==> config.mk <==
export PLATFORM = sky130hd
export DESIGN_NAME = fp_instr_sequencer_flat
export DESIGN_NICKNAME = d
export VERILOG_FILES = /design/src/rtl/fp_instr_sequencer_if.sv /design/src/rtl/fp_instr_sequencer.sv /design/src/flat_wrapper.sv
export SDC_FILE = /design/constraint.sdc
export NUM_CORES = 1
export LEC_CHECK = 0
export BUFFER_PORTS_ARGS = -buffer_cell sky130_fd_sc_hd__buf_2
export CELL_PAD_IN_SITES_DETAIL_PLACEMENT = 0
export CELL_PAD_IN_SITES_GLOBAL_PLACEMENT = 2
export CORE_MARGIN = 1.5
export CORE_UTILIZATION = 40
export CTS_CLUSTER_DIAMETER = 60
export DETAILED_ROUTE_END_ITERATION = 16
export PLACE_DENSITY_LB_ADDON = 0.1
export SLEW_MARGIN = 25
export SYNTH_ARGS = -nofsm -noshare
export SYNTH_HDL_FRONTEND = slang
export SYNTH_SLANG_ARGS = --single-unit
==> constraint.sdc <==
create_clock -name clk_i -period 5 [get_ports clk_i]
set_clock_uncertainty 0.2 [all_clocks]
set_input_delay 0.75 -clock clk_i [delete_from_list [all_inputs] [get_ports clk_i]]
set_output_delay 0.75 -clock clk_i [all_outputs]
set_load 0.05 [all_outputs]
==> src/rtl/fp_instr_sequencer_if.sv <==
// FPU request/response bundle between the instruction sequencer and the FPU.
// master: sequencer side (drives instr/valid/flush/out_ready); slave: FPU side.
interface fp_instr_sequencer_if #(
   parameter int INSTR_W = 32,
   parameter int DATA_W  = 32
) ();
   logic [INSTR_W-1:0] instr;
   logic               in_valid;
   logic               in_ready;
   logic               flush;
   logic [DATA_W-1:0]  result;
   logic [4:0]         status;
   logic               out_valid;
   logic               out_ready;

   modport master (
      output instr,
      output in_valid,
      output flush,
      output out_ready,
      input  in_ready,
      input  result,
      input  status,
      input  out_valid
   );

   modport slave (
      input  instr,
      input  in_valid,
      input  flush,
      input  out_ready,
      output in_ready,
      output result,
      output status,
      output out_valid
   );
endinterface

==> src/rtl/fp_instr_sequencer.sv <==
// Instruction sequencer feeding an FPU from a preloaded program memory.
// Ports: clk/rst, program load port, run control (start/length/loop/abort),
// FPU handshake bundle (fpu), run status (busy/done/counters/result/flags).
module fp_instr_sequencer #(
   parameter int INSTR_W         = 32,
   parameter int DATA_W          = 32,
   parameter int DEPTH           = 32,
   parameter int MAX_OUTSTANDING = 4,
   parameter int CNT_W           = 16,
   localparam int AW             = $clog2(DEPTH),
   localparam int OW             = $clog2(MAX_OUTSTANDING + 1)
) (
   input  logic               clk_i,
   input  logic               rst_ni,
   input  logic               load_we_i,
   input  logic [AW-1:0]      load_addr_i,
   input  logic [INSTR_W-1:0] load_data_i,
   input  logic               start_i,
   input  logic [AW:0]        num_instr_i,
   input  logic               loop_i,
   input  logic               abort_i,
   fp_instr_sequencer_if.master fpu,
   output logic               busy_o,
   output logic               done_o,
   output logic [CNT_W-1:0]   issued_cnt_o,
   output logic [CNT_W-1:0]   retired_cnt_o,
   output logic [DATA_W-1:0]  last_result_o,
   output logic [4:0]         status_acc_o
);

   typedef enum logic [1:0] {
      S_IDLE,
      S_ISSUE,
      S_DRAIN,
      S_DONE
   } state_e;

   state_e             state_q, state_d;
   logic [AW-1:0]      pc_q, pc_d;
   logic [AW:0]        len_q, len_d;
   logic               loop_q, loop_d;
   logic [OW-1:0]      out_q, out_d;
   logic [INSTR_W-1:0] instr_q, instr_d;
   logic               in_valid_q, in_valid_d;
   logic               flush_q, flush_d;
   logic               done_q, done_d;
   logic               busy_q, busy_d;
   logic [CNT_W-1:0]   issued_q, issued_d;
   logic [CNT_W-1:0]   retired_q, retired_d;
   logic [DATA_W-1:0]  last_q, last_d;
   logic [4:0]         stat_q, stat_d;
   logic               out_ready_q;

   logic [INSTR_W-1:0] mem [DEPTH];

   logic active;
   logic accept;
   logic retire;
   logic dec;
   logic is_last;
   logic holding;

   always_ff @(posedge clk_i) begin
      if (load_we_i && state_q == S_IDLE) begin
         mem[load_addr_i] <= load_data_i;
      end
   end

   always_comb begin
      active  = (state_q == S_ISSUE) ||
                (state_q == S_DRAIN);
      accept  = in_valid_q && fpu.in_ready;
      retire  = active && fpu.out_valid &&
                out_ready_q;
      // never let a stray result underflow the count
      dec     = retire && (out_q != '0 || accept);
      is_last = ({1'b0, pc_q} == len_q - 1'b1);
      holding = in_valid_q && !accept;

      state_d    = state_q;
      pc_d       = pc_q;
      len_d      = len_q;
      loop_d     = loop_q;
      out_d      = out_q + OW'(accept) - OW'(dec);
      issued_d   = issued_q;
      retired_d  = retired_q;
      last_d     = last_q;
      stat_d     = stat_q;
      flush_d    = 1'b0;
      in_valid_d = 1'b0;
      instr_d    = instr_q;

      if (active) begin
         if (accept) begin
            issued_d = issued_q + 1'b1;
            pc_d     = is_last ? '0 : pc_q + 1'b1;
         end
         if (retire) begin
            retired_d = retired_q + 1'b1;
            last_d    = fpu.result;
            stat_d    = stat_q | fpu.status;
         end
      end

      unique case (state_q)
         S_IDLE: begin
            out_d = '0;
            if (start_i) begin
               if (num_instr_i != '0) begin
                  state_d   = S_ISSUE;
                  len_d     = num_instr_i;
                  loop_d    = loop_i;
                  pc_d      = '0;
                  issued_d  = '0;
                  retired_d = '0;
                  stat_d    = '0;
               end else begin
                  state_d = S_DONE;
               end
            end
         end
         S_ISSUE: begin
            if (accept && is_last && !loop_q) begin
               state_d = S_DRAIN;
            end
         end
         S_DRAIN: begin
            if (out_d == '0) begin
               state_d = S_DONE;
            end
         end
         S_DONE: begin
            out_d   = '0;
            state_d = S_IDLE;
         end
         default: state_d = S_IDLE;
      endcase

      // abort wins over everything, including a same-cycle accept/retire
      if (active && abort_i) begin
         state_d   = S_IDLE;
         out_d     = '0;
         flush_d   = 1'b1;
         pc_d      = pc_q;
         issued_d  = issued_q;
         retired_d = retired_q;
         last_d    = last_q;
         stat_d    = stat_q;
      end

      if (state_d == S_ISSUE) begin
         in_valid_d = holding ||
                      (out_d < OW'(MAX_OUTSTANDING));
      end
      if (in_valid_d && !holding) begin
         instr_d = mem[pc_d];
      end

      busy_d = (state_d == S_ISSUE) ||
               (state_d == S_DRAIN);
      done_d = (state_d == S_DONE);
   end

   always_ff @(posedge clk_i) begin
      if (!rst_ni) begin
         state_q     <= S_IDLE;
         pc_q        <= '0;
         len_q       <= '0;
         loop_q      <= 1'b0;
         out_q       <= '0;
         instr_q     <= '0;
         in_valid_q  <= 1'b0;
         flush_q     <= 1'b0;
         done_q      <= 1'b0;
         busy_q      <= 1'b0;
         issued_q    <= '0;
         retired_q   <= '0;
         last_q      <= '0;
         stat_q      <= '0;
         out_ready_q <= 1'b0;
      end else begin
         state_q     <= state_d;
         pc_q        <= pc_d;
         len_q       <= len_d;
         loop_q      <= loop_d;
         out_q       <= out_d;
         instr_q     <= instr_d;
         in_valid_q  <= in_valid_d;
         flush_q     <= flush_d;
         done_q      <= done_d;
         busy_q      <= busy_d;
         issued_q    <= issued_d;
         retired_q   <= retired_d;
         last_q      <= last_d;
         stat_q      <= stat_d;
         out_ready_q <= 1'b1;
      end
   end

   assign fpu.instr     = instr_q;
   assign fpu.in_valid  = in_valid_q;
   assign fpu.flush     = flush_q;
   assign fpu.out_ready = out_ready_q;
   assign busy_o        = busy_q;
   assign done_o        = done_q;
   assign issued_cnt_o  = issued_q;
   assign retired_cnt_o = retired_q;
   assign last_result_o = last_q;
   assign status_acc_o  = stat_q;

endmodule

==> src/flat_wrapper.sv <==
// flat-port wrapper written by rule: the top's interface ports become plain ports
module fp_instr_sequencer_flat 
#(
   parameter int INSTR_W         = 32,
   parameter int DATA_W          = 32,
   parameter int DEPTH           = 32,
   parameter int MAX_OUTSTANDING = 4,
   parameter int CNT_W           = 16,
   localparam int AW             = $clog2(DEPTH),
   localparam int OW             = $clog2(MAX_OUTSTANDING + 1)
)
  (clk_i, rst_ni, load_we_i, load_addr_i, load_data_i, start_i, num_instr_i, loop_i, abort_i, busy_o, done_o, issued_cnt_o, retired_cnt_o, last_result_o, status_acc_o, fpu_instr, fpu_in_valid, fpu_flush, fpu_out_ready, fpu_in_ready, fpu_result, fpu_status, fpu_out_valid);
  fp_instr_sequencer_if #(.INSTR_W(INSTR_W), .DATA_W(DATA_W)) fpu_i ();
  input  logic clk_i;
  input  logic rst_ni;
  input  logic load_we_i;
  input  logic [AW-1:0] load_addr_i;
  input  logic [INSTR_W-1:0] load_data_i;
  input  logic start_i;
  input  logic [AW:0] num_instr_i;
  input  logic loop_i;
  input  logic abort_i;
  output logic busy_o;
  output logic done_o;
  output logic [CNT_W-1:0] issued_cnt_o;
  output logic [CNT_W-1:0] retired_cnt_o;
  output logic [DATA_W-1:0] last_result_o;
  output logic [4:0] status_acc_o;
  output wire logic [$bits(fpu_i.instr)-1:0] fpu_instr;
  output wire logic [$bits(fpu_i.in_valid)-1:0] fpu_in_valid;
  output wire logic [$bits(fpu_i.flush)-1:0] fpu_flush;
  output wire logic [$bits(fpu_i.out_ready)-1:0] fpu_out_ready;
  input wire logic [$bits(fpu_i.in_ready)-1:0] fpu_in_ready;
  input wire logic [$bits(fpu_i.result)-1:0] fpu_result;
  input wire logic [$bits(fpu_i.status)-1:0] fpu_status;
  input wire logic [$bits(fpu_i.out_valid)-1:0] fpu_out_valid;
  assign fpu_instr = fpu_i.instr;
  assign fpu_in_valid = fpu_i.in_valid;
  assign fpu_flush = fpu_i.flush;
  assign fpu_out_ready = fpu_i.out_ready;
  assign fpu_i.in_ready = fpu_in_ready;
  assign fpu_i.result = fpu_result;
  assign fpu_i.status = fpu_status;
  assign fpu_i.out_valid = fpu_out_valid;
  fp_instr_sequencer #(.INSTR_W(INSTR_W), .DATA_W(DATA_W), .DEPTH(DEPTH), .MAX_OUTSTANDING(MAX_OUTSTANDING), .CNT_W(CNT_W)) u_core (.clk_i(clk_i), .rst_ni(rst_ni), .load_we_i(load_we_i), .load_addr_i(load_addr_i), .load_data_i(load_data_i), .start_i(start_i), .num_instr_i(num_instr_i), .loop_i(loop_i), .abort_i(abort_i), .fpu(fpu_i), .busy_o(busy_o), .done_o(done_o), .issued_cnt_o(issued_cnt_o), .retired_cnt_o(retired_cnt_o), .last_result_o(last_result_o), .status_acc_o(status_acc_o));
endmodule
==> summary.md, run 1 <==
| Metric | Value |
|---|---|
| Global-route wire length before repair | 274000 um |
| Pwr Total | 26200 uW |
| Post-Syn Area | 51900 um^2 |
| Delay of the slowest cell on the worst path | 0.41 ns |
| Peak supply drop | around 0.37 mV |
| Yosys warnings | 0 |
| HPWL after DPL | 110000 um |
| Post-layout min period | about 4.5 ns |
| Dpl cell area | 55700 um^2 |
| DRT iter0 DRCs | between 4000 and 5000 |
| Synth Instances | 4279 |
| Worst setup path start | u_core.state_q[1] |
| Final setup vio count | 0 |
| Final Hold Viols | 0 |
| DRT Pass-1 Iters | 6 |
| FF-to-FF End | u_core.fpu.instr[12] |
| DRT antenna net count | 0 |
| Syn avg cell area | 12.1 um^2 |
| GR Overflow Total | 0 |
| WL/cell | 30.7 um |
| Crit path to | u_core.fpu.instr[12] |
| Worst EP required | 5.45 ns |
| Slowest CP cell | fa_1 |
| NumNets Final | 4473 |
| Max Freq | roughly 220 MHz |
| CTS tree | built |
| Initial Utilization | 40.5% |
| Nature of the critical path endpoint | register |
| Max Buffers Root-to-Sink | 3 |
| IO buf count | about 190 |
| Die Y | 363 um |
| Post-synth EDFFs | approximately 1000 |
| Commonest non-fill, non-tap cell in the layout | edfxtp_1 |
| Max_slew headroom | between 20% and 30% |
| P&R area growth vs syn | 16.0% |
| Worst reg2reg path depth | 20 |
| Setup TNS | 0 ns |
| Crit path cell chain | inv_1 -> ha_2 -> nand3_1 -> a21oi_1 -> ha_1 -> inv_1 -> ha_1 -> fa_1 -> xnor2_1 -> xnor2_1 -> nor3_1 -> o21ai_0 -> a21o_1 -> a21oi_1 -> ha_2 -> nand3_2 -> buf_12 -> a31oi_1 -> o2111ai_1 -> o31ai_1 |
| Synth cell types | 76 |
| Final-layout fill cell count | 11600 |
| Worst-margin pin slew | 1.09 ns |
| Post-synth top flop | edfxtp_1 |
| Status | finished, final reports clean |
| CTS buffer count | 137 |
| Worst hold path class | primary input to register |
| Flops & latches, synth | approximately 1100 |
| RR Startpoint | u_core.state_q[1] |
| Vias in the first global route | 37500 |
| # rows | 131 |
| DRC | 0 |
| Crit Path Category | register to register |
| Post-CTS Setup Repair Bufs | 0 |
| WL final | 191000 um |
| Sequential element share of the synthesized area | between 60 and 70% |
| Final worst path period share | 90.1% |
| Die W | ~360 um |
| Clk Latency, worst-skew pair | 0.75 ns |
| Core ar. | around 130000 um^2 |
| R2R Setup Slk | 0.49 ns |
| CP Launch Type | register |
| Root Driver | clkbuf_16 |
| Most frequent cells in the layout | 1024 x edfxtp_1, 314 x o22ai_1, 259 x nor2_1 |
| Cells after DPL | 5957 |
| Power Density | 435 nW/um^2 |
| Via density per instance | 6.41 |
| H-Tree Depth | 4 |
| Antenna violations before repair | 15 |
| Hold path depth | 3 |
| Non-Filler Instances | 6216 |
| WP data arrival | just under 5 ns |
| Leak Pwr | 0.0190 uW |
| Vias | 39800 |
| Top-level I/O count | 194 |
| Worst hold slack | 0.0552 ns |
| Final Max Tran Viols | 0 |
| Largest net degree at the start of global routing | 132 |
| Share of layout cells above drive strength 1 | 14.7% |
| Final instance area | about 60000 um^2 |
| Asr flop ratio synth | 0% |
| CTS clk-pin slew, worst paths | approximately 0.05 ns |
| GRT Overall Usage | roughly 28% |
| Gpl congestion | approximately 0.8 |
| Die ar. | around 130000 um^2 |
| Mapped Nets | 4380 |
| MaxCap Viol Count | 0 |
| Critical path fanouts, max | 32 |
| Sink Count | around 1100 |
| RSZ-0062 raised after global routing | no |
what timing repair did:
item,4_1_cts,5_1_grt
endpoints found under the hold margin,5,0
gates resized for setup,0,3
setup endpoints to repair,0,27
hold buffers,5,0
logic make-up after synthesis:
group	Yosys count	synth area share [%]
fa+ha+maj	13	0.328
mux	61	1.18
flops	1147	64.0
xor+xnor	34	0.574
compound gates	1553	20.9
buf+inv	439	3.60
simple gates	1032	9.35
synth_stat cells (104+ instances only):
library cell | n | share of area [%]
o211ai_1 | 160 | 2.3
a21oi_1 | 149 | 1.4
nor3_1 | 104 | 1.0
dfxtp_1 | 123 | 4.7
nand2_1 | 246 | 1.8
o22ai_1 | 314 | 3.8
o221ai_1 | 124 | 2.1
clkbuf_1 | 295 | 2.1
nand3_1 | 148 | 1.4
nor2_1 | 295 | 2.1
o21ai_0 | 169 | 1.6
edfxtp_1 | 1024 | 59
state kept, by name, indices dropped and copies added, names as in the netlist:
register and count:
u_core.mem 1024, u_core.loop_q 1, u_core.last_result_o 32, u_core.busy_o 1
u_core.status_acc_o 5, u_core.pc_q 5, u_core.fpu.instr 32, u_core.len_q 6
u_core.out_q 3, u_core.fpu.in_valid 1, u_core.done_o 1, u_core.state_q 2
u_core.fpu.flush 1, u_core.fpu.out_ready 1, u_core.issued_cnt_o 16, u_core.retired_cnt_o 16
worst min-delay path by stage:
stage	end	slack, ns	start
floorplan	u_core.loop_q	0.24	u_core.loop_q
global placement	u_core.status_acc_o[1]	0.24	u_core.status_acc_o[1]
detailed placement	u_core.last_result_o[23]	0.25	u_core.last_result_o[23]
CTS	u_core.last_result_o[17]	0.002	fpu_result[17]
global route	u_core.last_result_o[22]	0.03	fpu_result[22]
finish	u_core.last_result_o[17]	0.06	fpu_result[17]
metal layers:
layer	GRT usage, %	routed length [um]	share of wire, %	up-vias
met5	0	67	0.035	-
met4	6.79	3650	1.9	10
met3	4.93	15200	7.9	261
met2	43.7	86100	45	1759
met1	41.7	86100	45	20500
li1	-	-	-	17300
area by class of cell:
class / count / area (um^2) / area share (%)
Clock inverter: 46 / 554 / 0.921
Antenna cell: 5 / 12.5 / 0.0208
Clock buffer: 203 / 3890 / 6.47
Timing Repair Buffer: 382 / 3070 / 5.11
Multi-Input combinational cell: 2693 / 17200 / 28.6
Inverter: 11 / 46.3 / 0.0769
Tap cell: 1729 / 2160 / 3.59
Sequential cell: 1147 / 33200 / 55.2
per-stage QoR:
step           setup slack, ns  utilization [%]
6_report                 0.494             47.0
2_1_floorplan            0.915                -
3_5_place_dp             0.442             43.4
4_1_cts                  0.387             46.9
5_1_grt                 0.0837             46.9
3_3_place_gp             0.492             43.4
power by group:
group / switching (uW) / internal [uW] / leakage (uW)
clock network: 4000 / 5960 / 0.00216
registers: 290 / 10700 / 0.0102
logic: 3770 / 1460 / 0.00667
total: 8060 / 18100 / 0.0190
worst max-delay path, delay by kind of cell, from the launching register on:
family                     cells  cell delay (ns)
AOI/OAI and AO/OA              7             1.31
xor gates and xnor gates       2             0.30
adders and majority gates      5             1.44
buffers and inverters          3             0.37
DFF                            1             0.37
and+or+nand+nor                3             0.42
Note: power is estimated with default switching activity, not from simulation.
==> run 2, diff against run 1 <==
--- a/config.mk
+++ b/config.mk
@@ -5,6 +5,7 @@
 export SDC_FILE = /design/constraint.sdc
 export NUM_CORES = 1
 export LEC_CHECK = 0
+export ABC_AREA = 1
 export BUFFER_PORTS_ARGS = -buffer_cell sky130_fd_sc_hd__buf_2
 export CELL_PAD_IN_SITES_DETAIL_PLACEMENT = 0
 export CELL_PAD_IN_SITES_GLOBAL_PLACEMENT = 2
==> run 2 against run 1 <==
  * Clock-buffer cell count decreased by 20
  * Core utilization up 0.15 points
  * Largest cell class unchanged
  * Worst setup slack worse by 0.10 ns
==> summary.md, run 2 <==
| Metric | Value |
|---|---|
| Final-layout fill cell count | 11400 (-2.0%) |
| CTS tree | built |
| Flops & latches, synth | 1147 (unchanged) |
| Crit Path Category | register to register |
| WP data arrival | 5.08 ns (+0.12 ns) |
| Syn avg cell area | 10.5 um^2 (-13%) |
| Sequential element share of the synthesized area | 67.2% (+3.1 points) |
| GRT Overall Usage | 25.3% (-3.2 points) |
| Leak Pwr | 0.0231 uW (+21%) |
| Sequential cell area | 33200 um^2 (about the same) |
| Worst hold slack | 0.0555 ns (+0.000232 ns) |
| Pre-CTS setup slack | 0.309 ns (-0.133 ns) |
| HPWL after DPL | 87700 um (-20%) |
| Final worst path period share | 92.1% (+2.0 points) |
| Sink Count | 1147 (unchanged) |
| Worst hold path class | primary input to register |
| Post-synth EDFFs | 1024 (unchanged) |
| Critical path fanouts, max | 42 (+31%) |
| Post-layout min period | 4.61 ns (+0.101 ns) |
| Die Y | 355 um (-2.3%) |
| Die W | 355 um (-2.3%) |
| Final Hold Viols | 0 (unchanged) |
| CTS clk-pin slew, worst paths | 0.06 ns (about the same) |
| P&R area growth vs syn | 16.4% |
| WP buf/inv | 6 (+3) |
| RR Startpoint | u_core.state_q[0] |
| Post-CTS Setup Repair Bufs | 0 (unchanged) |
| Vias | 34600 (-13%) |
| Vias in the first global route | 32800 (-13%) |
| Top-count cell post-synth | nand3_1 |
| CP Launch Type | register |
| Largest reg by FF count | u_core.mem |
| Top-level I/O count | 194 (unchanged) |
| Worst setup path start | u_core.state_q[0] |
| CP top delay family | adder cells |
| Setup ws final | 0.394 ns (-0.101 ns) |
| IO buf count | 193 (unchanged) |
| Area of the multi-input gates | 13000 um^2 (-24%) |
| Share of layout cells above drive strength 1 | 11.5% (-3.2 points) |
| Root Driver | clkbuf_16 |
| DRC | 0 (unchanged) |
| Crit path cell chain | inv_1 -> ha_1 -> nand3_1 -> inv_1 -> o41ai_1 -> inv_1 -> ha_1 -> inv_1 -> ha_1 -> fa_1 -> xor2_1 -> xor2_1 -> nand3_1 -> a21boi_0 -> a311oi_1 -> nor3_2 -> ha_1 -> o21ai_0 -> or2_2 -> inv_2 -> buf_12 -> o21ai_0 -> a21oi_1 |
| Antenna violations before repair | 14 (-1) |
| DRT Pass-1 Iters | 5 (-1) |
| H-Tree Depth | 4 (unchanged) |
| WL/cell | 24.2 um (-21%) |
| Post-Syn Area | 49500 um^2 (-4.7%) |
| Commonest non-fill, non-tap cell in the layout | nand3_1 |
| NumNets Final | 4993 (+12%) |
| RSZ-0062 raised after global routing | no |
| Largest net degree at the start of global routing | 154 (+17%) |
| Global-route wire length before repair | 232000 um (-15%) |
| Gpl congestion | 0.790 (-1.0%) |
| Synth Instances | 4698 (+9.8%) |
| Area contributors post-synth | edfxtp_1 62%, nand3_1 12%, nand2_1 7.5% |
| Cell taking the most area after synthesis | edfxtp_1 |
| Delay of the slowest cell on the worst path | 0.41 ns (about the same) |
| Yosys warnings | 0 (unchanged) |
| Peak supply drop | 0.397 mV (+6.1%) |
| Final Core Density | 47.1% (+0.15 points) |
| Post-synth top flop | edfxtp_1 |
| Core ar. | 122000 um^2 (-4.7%) |
| Top post-synthesis cells by count | 1155 x nand3_1, 1024 x edfxtp_1, 992 x nand2_1 |
| CTS buffer count | 136 (-0.73%) |
| Asr flop ratio synth | 0% (unchanged) |
| Max_slew headroom | 31.7% (+4.6 points) |
| Final setup vio count | 0 (unchanged) |
| Final Max Tran Viols | 0 (unchanged) |
| Slowest CP cell | dfxtp_1 |
| Initial Utilization | 40.5% (about the same) |
| Setup TNS | 0 ns (unchanged) |
| MaxCap Viol Count | 0 (unchanged) |
| Die ar. | 126000 um^2 (-4.6%) |
| Synth cell types | 39 (-49%) |
| Nature of the critical path endpoint | register |
| Status | finished, final reports clean |
| Worst EP required | 5.47 ns (+0.02 ns) |
| # rows | 128 (-2.3%) |
| GR Overflow Total | 0 (unchanged) |
| Hold Crit Start | fpu_result[14] |
| Most frequent cells in the layout | 1155 x nand3_1, 1024 x edfxtp_1, 992 x nand2_1 |
| Worst-margin pin slew | 1.02 ns (-0.0668 ns) |
| Clk Latency, worst-skew pair | 0.76 ns (about the same) |
| Power Density | 491 nW/um^2 (+13%) |
| DRT iter0 DRCs | 3194 (-33%) |
| Share of the synthesized area in the top cell type | 62.2% (+2.9 points) |
| Max Buffers Root-to-Sink | 3 (unchanged) |
| Via density per instance | 5.22 (-19%) |
| Max reg flops | 1024 (unchanged) |
| Max Freq | 217 MHz (-2.2%) |
| WL final | 160000 um (-16%) |
| Mapped Nets | 4799 (+9.6%) |
| DRT antenna net count | 0 (unchanged) |
==> run 2: cell types whose count changed after synthesis, moves of 120 or more <==
cell      change
nand2_1     +746
clkbuf_1    -237
nand3_1    +1007
o211ai_1    -159
o221ai_1    -124
nand3b_1    +155
nor2_1      -120
o22ai_1     -314
inv_1       +534
==> run 2: what timing repair did <==
item / in CTS / in global routing
endpoints found under the hold margin: 30 / 0
hold buffers: 30 / 0
endpoints found under the setup margin: 0 / 3
gates resized for setup: 0 / 1
==> run 2: cells by family after synthesis <==
kind of cell               share of synthesized area [%]
AOI/OAI and AO/OA                                   1.63
xor gates and xnor gates                           0.354
adders and majority gates                          0.344
buffers and inverters                               7.16
DFF                                                 67.2
and+or+nand+nor                                     23.4
==> run 2: area by class of cell <==
class                           count  share of cell area (%)
Timing Repair Buffer              355                    4.86
Multi-Input combinational cell   2698                    22.6
Sequential cell                  1147                    57.7
Clock buffer                      183                    6.67
Clock inverter                     63                   0.952
Tap cell                         1625                    3.53
Antenna cell                        3                  0.0130
Inverter                          554                    3.64
==> run 2: stage by stage <==
stage	cells	power, uW	area [um^2]
final	6628	28300	57600
after global routing	6626	29500	57600
after CTS	6625	28500	57500
after detailed placement	6349	18700	52900
after global placement	6349	18800	52900
after floorplan	4698	15700	49500
==> run 2: path summary, 6_finish.rpt <==
kind	end	slack, ns	depth (start not counted)
worst min register to register	u_core.loop_q	0.25	2
worst min-delay path	u_core.last_result_o[14]	0.06	3
worst max register to register	u_core.fpu.instr[22]	0.39	23
worst max-delay path	u_core.fpu.instr[22]	0.39	23
==> run 2: worst min-delay path: stages <==
cell	delay, ns
buf_2	0.08
nor2_1	0.04
nor2_1	0.09
==> run 2: power by group <==
| group | internal, uW | leakage (uW) | switching (uW) | total [uW] |
|---|---|---|---|---|
| clock | 5800 | 0.00216 | 3970 | 9770 |
| combinational | 1910 | 0.0107 | 5760 | 7670 |
| sequential | 10700 | 0.0102 | 166 | 10900 |
==> run 2: layer usage <==
metal | global-route usage [%] | part of all wire (%) | vias up
li1 | - | - | 16400
met3 | 5.26 | 7.0 | 216
met4 | 6.91 | 2.3 | 14
met5 | 0 | 0.057 | -
met1 | 36.5 | 46 | 17000
met2 | 38.5 | 45 | 1007
